$ cat config.mk
export PLATFORM = sky130hd
export DESIGN_NAME = uart_rx_ctrl_flat
export DESIGN_NICKNAME = d
export VERILOG_FILES = /design/src/rtl/uart_rx_ctrl_if.sv /design/src/rtl/uart_rx_ctrl.sv /design/src/flat_wrapper.sv
export SDC_FILE = /design/constraint.sdc
export NUM_CORES = 1
export LEC_CHECK = 0
export CORE_MARGIN = 3
export CORE_UTILIZATION = 50
export CTS_CLUSTER_DIAMETER = 200
export DETAILED_ROUTE_END_ITERATION = 12
export GPL_TIMING_DRIVEN = 0
export PLACE_DENSITY = 0.75
export SETUP_SLACK_MARGIN = 0.5
export SLEW_MARGIN = 20
export SYNTH_ARGS = -nofsm -noshare
export SYNTH_HDL_FRONTEND = slang
export SYNTH_SLANG_ARGS = --single-unit
$ cat constraint.sdc
create_clock -name PCLK -period 1.6 [get_ports PCLK]
set_input_delay 0.48 -clock PCLK [delete_from_list [all_inputs] [get_ports PCLK]]
set_output_delay 0.48 -clock PCLK [all_outputs]
set_load 0.05 [all_outputs]
$ cat src/rtl/uart_rx_ctrl_if.sv
// Register-side bundle of uart_rx_ctrl: live line configuration, the read
// strobe, and the received character with its status flags.
interface uart_rx_ctrl_if;
   logic       data_bits;
   logic       parity_en;
   logic       parity_odd0_even1;
   logic       rx_data_read;
   logic [7:0] rx_data;
   logic       rx_ready;
   logic       parity_err;
   logic       framing_err;
   logic       overflow;

   modport master (
      output data_bits, parity_en, parity_odd0_even1, rx_data_read,
      input  rx_data, rx_ready, parity_err, framing_err, overflow
   );

   modport slave (
      input  data_bits, parity_en, parity_odd0_even1, rx_data_read,
      output rx_data, rx_ready, parity_err, framing_err, overflow
   );
endinterface

$ cat src/rtl/uart_rx_ctrl.sv
// UART receive control: 16x oversampled deframer (start/7-8 data/parity/stop).
// Define UART_RX_MAJORITY_EN for 2-of-3 majority voting on every bit decision.
module uart_rx_ctrl (
   input  logic          PCLK,
   input  logic          PRESETN,
   input  logic          rx_sample_pulse,
   input  logic          UART_RX,
   uart_rx_ctrl_if.slave bus
);
   typedef enum logic [2:0] {IDLE, START, DATA, PARITY, STOP} state_t;

   state_t     state;
   logic       rx_p0, rx_s;
   logic [3:0] cnt;
   logic [2:0] idx;
   logic [7:0] shift;
   logic       par_bit;
   logic       bit_v;
   logic       last_bit;
   logic       stop_done;
   logic [7:0] frame_data;

   function automatic logic parity_fail(input logic [7:0] d, input logic p,
                                        input logic even);
      return (^d ^ p) ^ ~even;
   endfunction

   // Two-flop synchronizer stage boundary; idles high like the line.
   always_ff @(posedge PCLK or negedge PRESETN) begin
      if (!PRESETN) begin
         rx_p0 <= 1'b1;
         rx_s  <= 1'b1;
      end else begin
         rx_p0 <= UART_RX;
         rx_s  <= rx_p0;
      end
   end

`ifdef UART_RX_MAJORITY_EN
   logic [1:0] hist;

   function automatic logic maj3(input logic a, input logic b, input logic c);
      return (a & b) | (a & c) | (b & c);
   endfunction

   // The two previous pulse samples plus the current one form the vote window.
   always_ff @(posedge PCLK or negedge PRESETN) begin
      if (!PRESETN)             hist <= 2'b11;
      else if (rx_sample_pulse) hist <= {hist[0], rx_s};
   end

   assign bit_v = maj3(hist[1], hist[0], rx_s);
`else
   assign bit_v = rx_s;
`endif

   assign last_bit   = (idx == (bus.data_bits ? 3'd7 : 3'd6));
   assign stop_done  = rx_sample_pulse && (state == STOP) && (cnt == 4'd15);
   assign frame_data = bus.data_bits ? shift : {1'b0, shift[7:1]};

   always_ff @(posedge PCLK or negedge PRESETN) begin
      if (!PRESETN) begin
         state           <= IDLE;
         cnt             <= 4'd0;
         idx             <= 3'd0;
         shift           <= 8'h00;
         par_bit         <= 1'b0;
         bus.rx_data     <= 8'h00;
         bus.rx_ready    <= 1'b0;
         bus.parity_err  <= 1'b0;
         bus.framing_err <= 1'b0;
         bus.overflow    <= 1'b0;
      end else begin
         if (rx_sample_pulse) begin
            case (state)
               IDLE: begin
                  if (!rx_s) begin
                     state <= START;
                     cnt   <= 4'd0;
                  end
               end
               START: begin
                  cnt <= cnt + 4'd1;
                  if (cnt == 4'd7) begin
                     if (!bit_v) begin
                        state <= DATA;
                        cnt   <= 4'd0;
                        idx   <= 3'd0;
                     end else begin
                        state <= IDLE;
                     end
                  end
               end
               DATA: begin
                  cnt <= cnt + 4'd1;
                  if (cnt == 4'd15) begin
                     shift <= {bit_v, shift[7:1]};
                     idx   <= idx + 3'd1;
                     if (last_bit) state <= bus.parity_en ? PARITY : STOP;
                  end
               end
               PARITY: begin
                  cnt <= cnt + 4'd1;
                  if (cnt == 4'd15) begin
                     par_bit <= bit_v;
                     state   <= STOP;
                  end
               end
               STOP: begin
                  cnt <= cnt + 4'd1;
                  if (cnt == 4'd15) state <= IDLE;
               end
               default: state <= IDLE;
            endcase
         end

         // A commit outranks a coincident read; overflow only rises on unread data.
         if (stop_done) begin
            bus.rx_data     <= frame_data;
            bus.rx_ready    <= 1'b1;
            bus.parity_err  <= bus.parity_en &
                               parity_fail(frame_data, par_bit, bus.parity_odd0_even1);
            bus.framing_err <= ~bit_v;
            if (bus.rx_ready && !bus.rx_data_read) bus.overflow <= 1'b1;
         end else if (bus.rx_data_read) begin
            bus.rx_ready    <= 1'b0;
            bus.parity_err  <= 1'b0;
            bus.framing_err <= 1'b0;
            bus.overflow    <= 1'b0;
         end
      end
   end
endmodule
$ cat src/flat_wrapper.sv
// flat-port wrapper written by rule: the top's interface ports become plain ports
module uart_rx_ctrl_flat 
  (PCLK, PRESETN, rx_sample_pulse, UART_RX, bus_data_bits, bus_parity_en, bus_parity_odd0_even1, bus_rx_data_read, bus_rx_data, bus_rx_ready, bus_parity_err, bus_framing_err, bus_overflow);
  uart_rx_ctrl_if bus_i ();
  input  logic PCLK;
  input  logic PRESETN;
  input  logic rx_sample_pulse;
  input  logic UART_RX;
  input wire logic [$bits(bus_i.data_bits)-1:0] bus_data_bits;
  input wire logic [$bits(bus_i.parity_en)-1:0] bus_parity_en;
  input wire logic [$bits(bus_i.parity_odd0_even1)-1:0] bus_parity_odd0_even1;
  input wire logic [$bits(bus_i.rx_data_read)-1:0] bus_rx_data_read;
  output wire logic [$bits(bus_i.rx_data)-1:0] bus_rx_data;
  output wire logic [$bits(bus_i.rx_ready)-1:0] bus_rx_ready;
  output wire logic [$bits(bus_i.parity_err)-1:0] bus_parity_err;
  output wire logic [$bits(bus_i.framing_err)-1:0] bus_framing_err;
  output wire logic [$bits(bus_i.overflow)-1:0] bus_overflow;
  assign bus_i.data_bits = bus_data_bits;
  assign bus_i.parity_en = bus_parity_en;
  assign bus_i.parity_odd0_even1 = bus_parity_odd0_even1;
  assign bus_i.rx_data_read = bus_rx_data_read;
  assign bus_rx_data = bus_i.rx_data;
  assign bus_rx_ready = bus_i.rx_ready;
  assign bus_parity_err = bus_i.parity_err;
  assign bus_framing_err = bus_i.framing_err;
  assign bus_overflow = bus_i.overflow;
  uart_rx_ctrl u_core (.PCLK(PCLK), .PRESETN(PRESETN), .rx_sample_pulse(rx_sample_pulse), .UART_RX(UART_RX), .bus(bus_i));
endmodule
==> metrics <==
Wirelength per Cell 16.8 um; final instance area 2510 sq um; Bufs on Longest Clock Path 2; DP Area 2020 sq um; GRT Total Usage 20.9%; height of the die 65.0 um; vias in the first global route 1419; Tmin final 1.73 ns; via count 1438; syn_nets 170; total power 0.00267 W; final core utilization 79.1%; sequential-to-total area share from yosys stat 47.7%; cts hold-fix bufs 0; CP Launch Type flip-flop; initial antenna violation count 0; sw frac 37.4%; starting density of the core 54.7%; CORE AREA 3180 sq um; drt total wl 4360 um; DR pass1 iterations 4; die area 4220 sq um; largest net degree at the start of global routing 34; clock-pin slew on the worst setup and hold paths 0.10 ns; fmax 577 MHz; Slew Limit Fails 0; worst path cell trace buf_4 > nor3b_4 > o22ai_2 > nand4_2 > buf_6 > mux2i_1 > o31ai_1; number of synthesized flops with an enable pin 0; failing checks setup timing; Clock Latency Late Sink 0.34 ns; asr flop ratio synth 100%; Layout fillers 189; Req. time, crit path 1.82 ns; first-pass GRT wire length 6710 um; mean area per synthesized cell 10.9 sq um; slowest stage cell, crit path dfrtp_2; pwr/cell area 1060 nW/um^2; PortBufs 18; Multi-input gate area 1010 sq um; NetSw 0.000996 W; Seq pwr share 42.3%; slew margin rel. 52.1%; Fin. Hold Viols 0; clock sink count 33; CTS tree built; Final ANT Viol Nets 0; Layout Nets 225; Post-DP HPWL 2500 um; Distinct cells, synth 42; critical path capture point type flip-flop; First DRT Iteration DRCs 108; worst slew pin tran 0.718 ns; P&R area growth vs syn 44.7%; share of cells above drive strength 1 50.0%; YS warnings 0; Max Cap Viol 0; Post-Synthesis Cells 160; post-route worst setup slack -0.132 ns; slowest stage delay, CP 0.49 ns; post-route insts no fill 260; setup violators final 22; Overflow after GRT 0; row count 20; CP Data Arrival Time 1.96 ns; Via density 5.53; clock root cell clkbuf_4; period utilization 108%; status finished, violations left; FF+latch count, synth 33; sum of buffers and inverters on the critical path 2; IO Count 20; most common cell after layout, fill and taps aside dfrtp_1; Combinational Power Share 41.0%; clock share of power 16.7%; Pint 0.00167 W; die width 65.0 um; VDD IR-drop max 0.933 mV; Setup TNS Final -1.21 ns; Antenna Cells 0; commonest cells after routing, fill and taps aside 27 x dfrtp_1, 23 x buf_4, 22 x buf_6; H-tree levels 2; drt drc 0; worst setup path class reg -> reg; Cell Area, Synth 1740 sq um; Pleak 1.16 nW; Tightest Hold Check Type in -> async; TritonCTS buffer count 5; Final Skew 0.0106 ns; RSZ-0062 raised after global routing true; Top delay family on crit path flip-flops; Top FF cell, synth dfrtp_1; FF+latch area 833 sq um; crit-path max FO 7; dpl cells 222; routability cong. 0.790
## worst reg2reg max path: cells and delay by family, from the launching register on
family | cells | cell delay, ns
DFF | 1 | 0.49
AOI/OAI and AO/OA | 2 | 0.23
and+or+nand+nor | 2 | 0.40
buffers and inverters | 2 | 0.30
muxes | 1 | 0.19
## synth_stat cells, types with 3 or more instances
| master | number | area share [%] |
|---|---|---|
| xnor2_1 | 6 | 3.0 |
| dfrtp_1 | 31 | 45 |
| mux2i_1 | 10 | 5.8 |
| nor2b_1 | 3 | 1.1 |
| o21ai_0 | 17 | 4.9 |
| nand2_1 | 16 | 3.5 |
| inv_1 | 4 | 0.86 |
| nor3b_1 | 3 | 1.3 |
| mux2_4 | 7 | 6.0 |
| nand2b_1 | 4 | 1.4 |
| nor2_1 | 7 | 1.5 |
| nand3_1 | 3 | 0.86 |
| a21oi_1 | 6 | 1.7 |
## repair_timing
item / in CTS / in global routing
gates resized for setup: 119 / 32
setup endpoints to repair: 43 / 43
pin swaps: 21 / 10
cloned: 1 / 0
setup buffers: 14 / 15
## sequential cells by signal (all words and copies together) (netlist names)
signal,flops
u_core.state,3
u_core.rx_p0,1
u_core.shift,8
u_core.bus.overflow,1
u_core.bus.framing_err,1
u_core.cnt,4
u_core.idx,3
u_core.bus.rx_ready,1
u_core.par_bit,1
u_core.bit_v,1
u_core.bus.rx_data,8
u_core.bus.parity_err,1
## layout make-up
| cell class | instances | area share (%) |
|---|---|---|
| buffer | 9 | 3.98 |
| clock buffer | 6 | 1.64 |
| clock inverter | 2 | 0.398 |
| inverter | 4 | 0.597 |
| multi-input combinational | 114 | 40.2 |
| sequential | 33 | 33.1 |
| tap | 44 | 2.19 |
| timing repair buffer | 48 | 17.9 |
## worst paths after layout
path                                 start                    end  slack (ns)  cells past startpoint
setup / recovery           u_core.state[1]        u_core.state[1]       -0.13                      7
hold / removal                     PRESETN  u_core.bus.rx_data[0]        0.18                      1
setup reg to reg           u_core.state[1]        u_core.state[1]       -0.13                      7
hold reg to reg               u_core.rx_p0           u_core.bit_v        0.36                      0
max in group asynchronous          PRESETN          u_core.cnt[3]        0.92                      1
min in group PCLK             u_core.rx_p0           u_core.bit_v        0.36                      0
## power by group through the flow
stage	Clock (W)	Combinational, W	Sequential, W
floorplan	0	0.000537	0.00105
global placement	0	0.000637	0.00108
detailed placement	0	0.000669	0.00109
CTS	0.000458	0.000862	0.00109
global route	0.000502	0.00118	0.00114
finish	0.000444	0.00109	0.00113
## layer usage
layer  share of wire [%]  track usage (%)
met1                  43             25.7
met2                  52             35.4
met3                 3.9             6.24
met4                 1.0             5.80
met5                   0                0
## stage by stage
| step | setup WS, ns | hold WS (ns) |
|---|---|---|
| after floorplan | -0.0260 | 0.184 |
| after global placement | -0.528 | 0.348 |
| after detailed placement | -0.588 | 0.350 |
| after CTS | -0.0622 | 0.201 |
| after global routing | -0.192 | 0.224 |
| final | -0.132 | 0.176 |
## cell families after synthesis
| group | count (synthesis) | synth area share, % |
|---|---|---|
| AOI/OAI and AO/OA | 38 | 13.6 |
| xor gates and xnor gates | 9 | 5.33 |
| adders and majority gates | 2 | 1.44 |
| buffers and inverters | 13 | 4.25 |
| DFF | 33 | 47.7 |
| muxes | 19 | 13.1 |
| and+or+nand+nor | 46 | 14.6 |
Power figures use the tool's default switching activity.
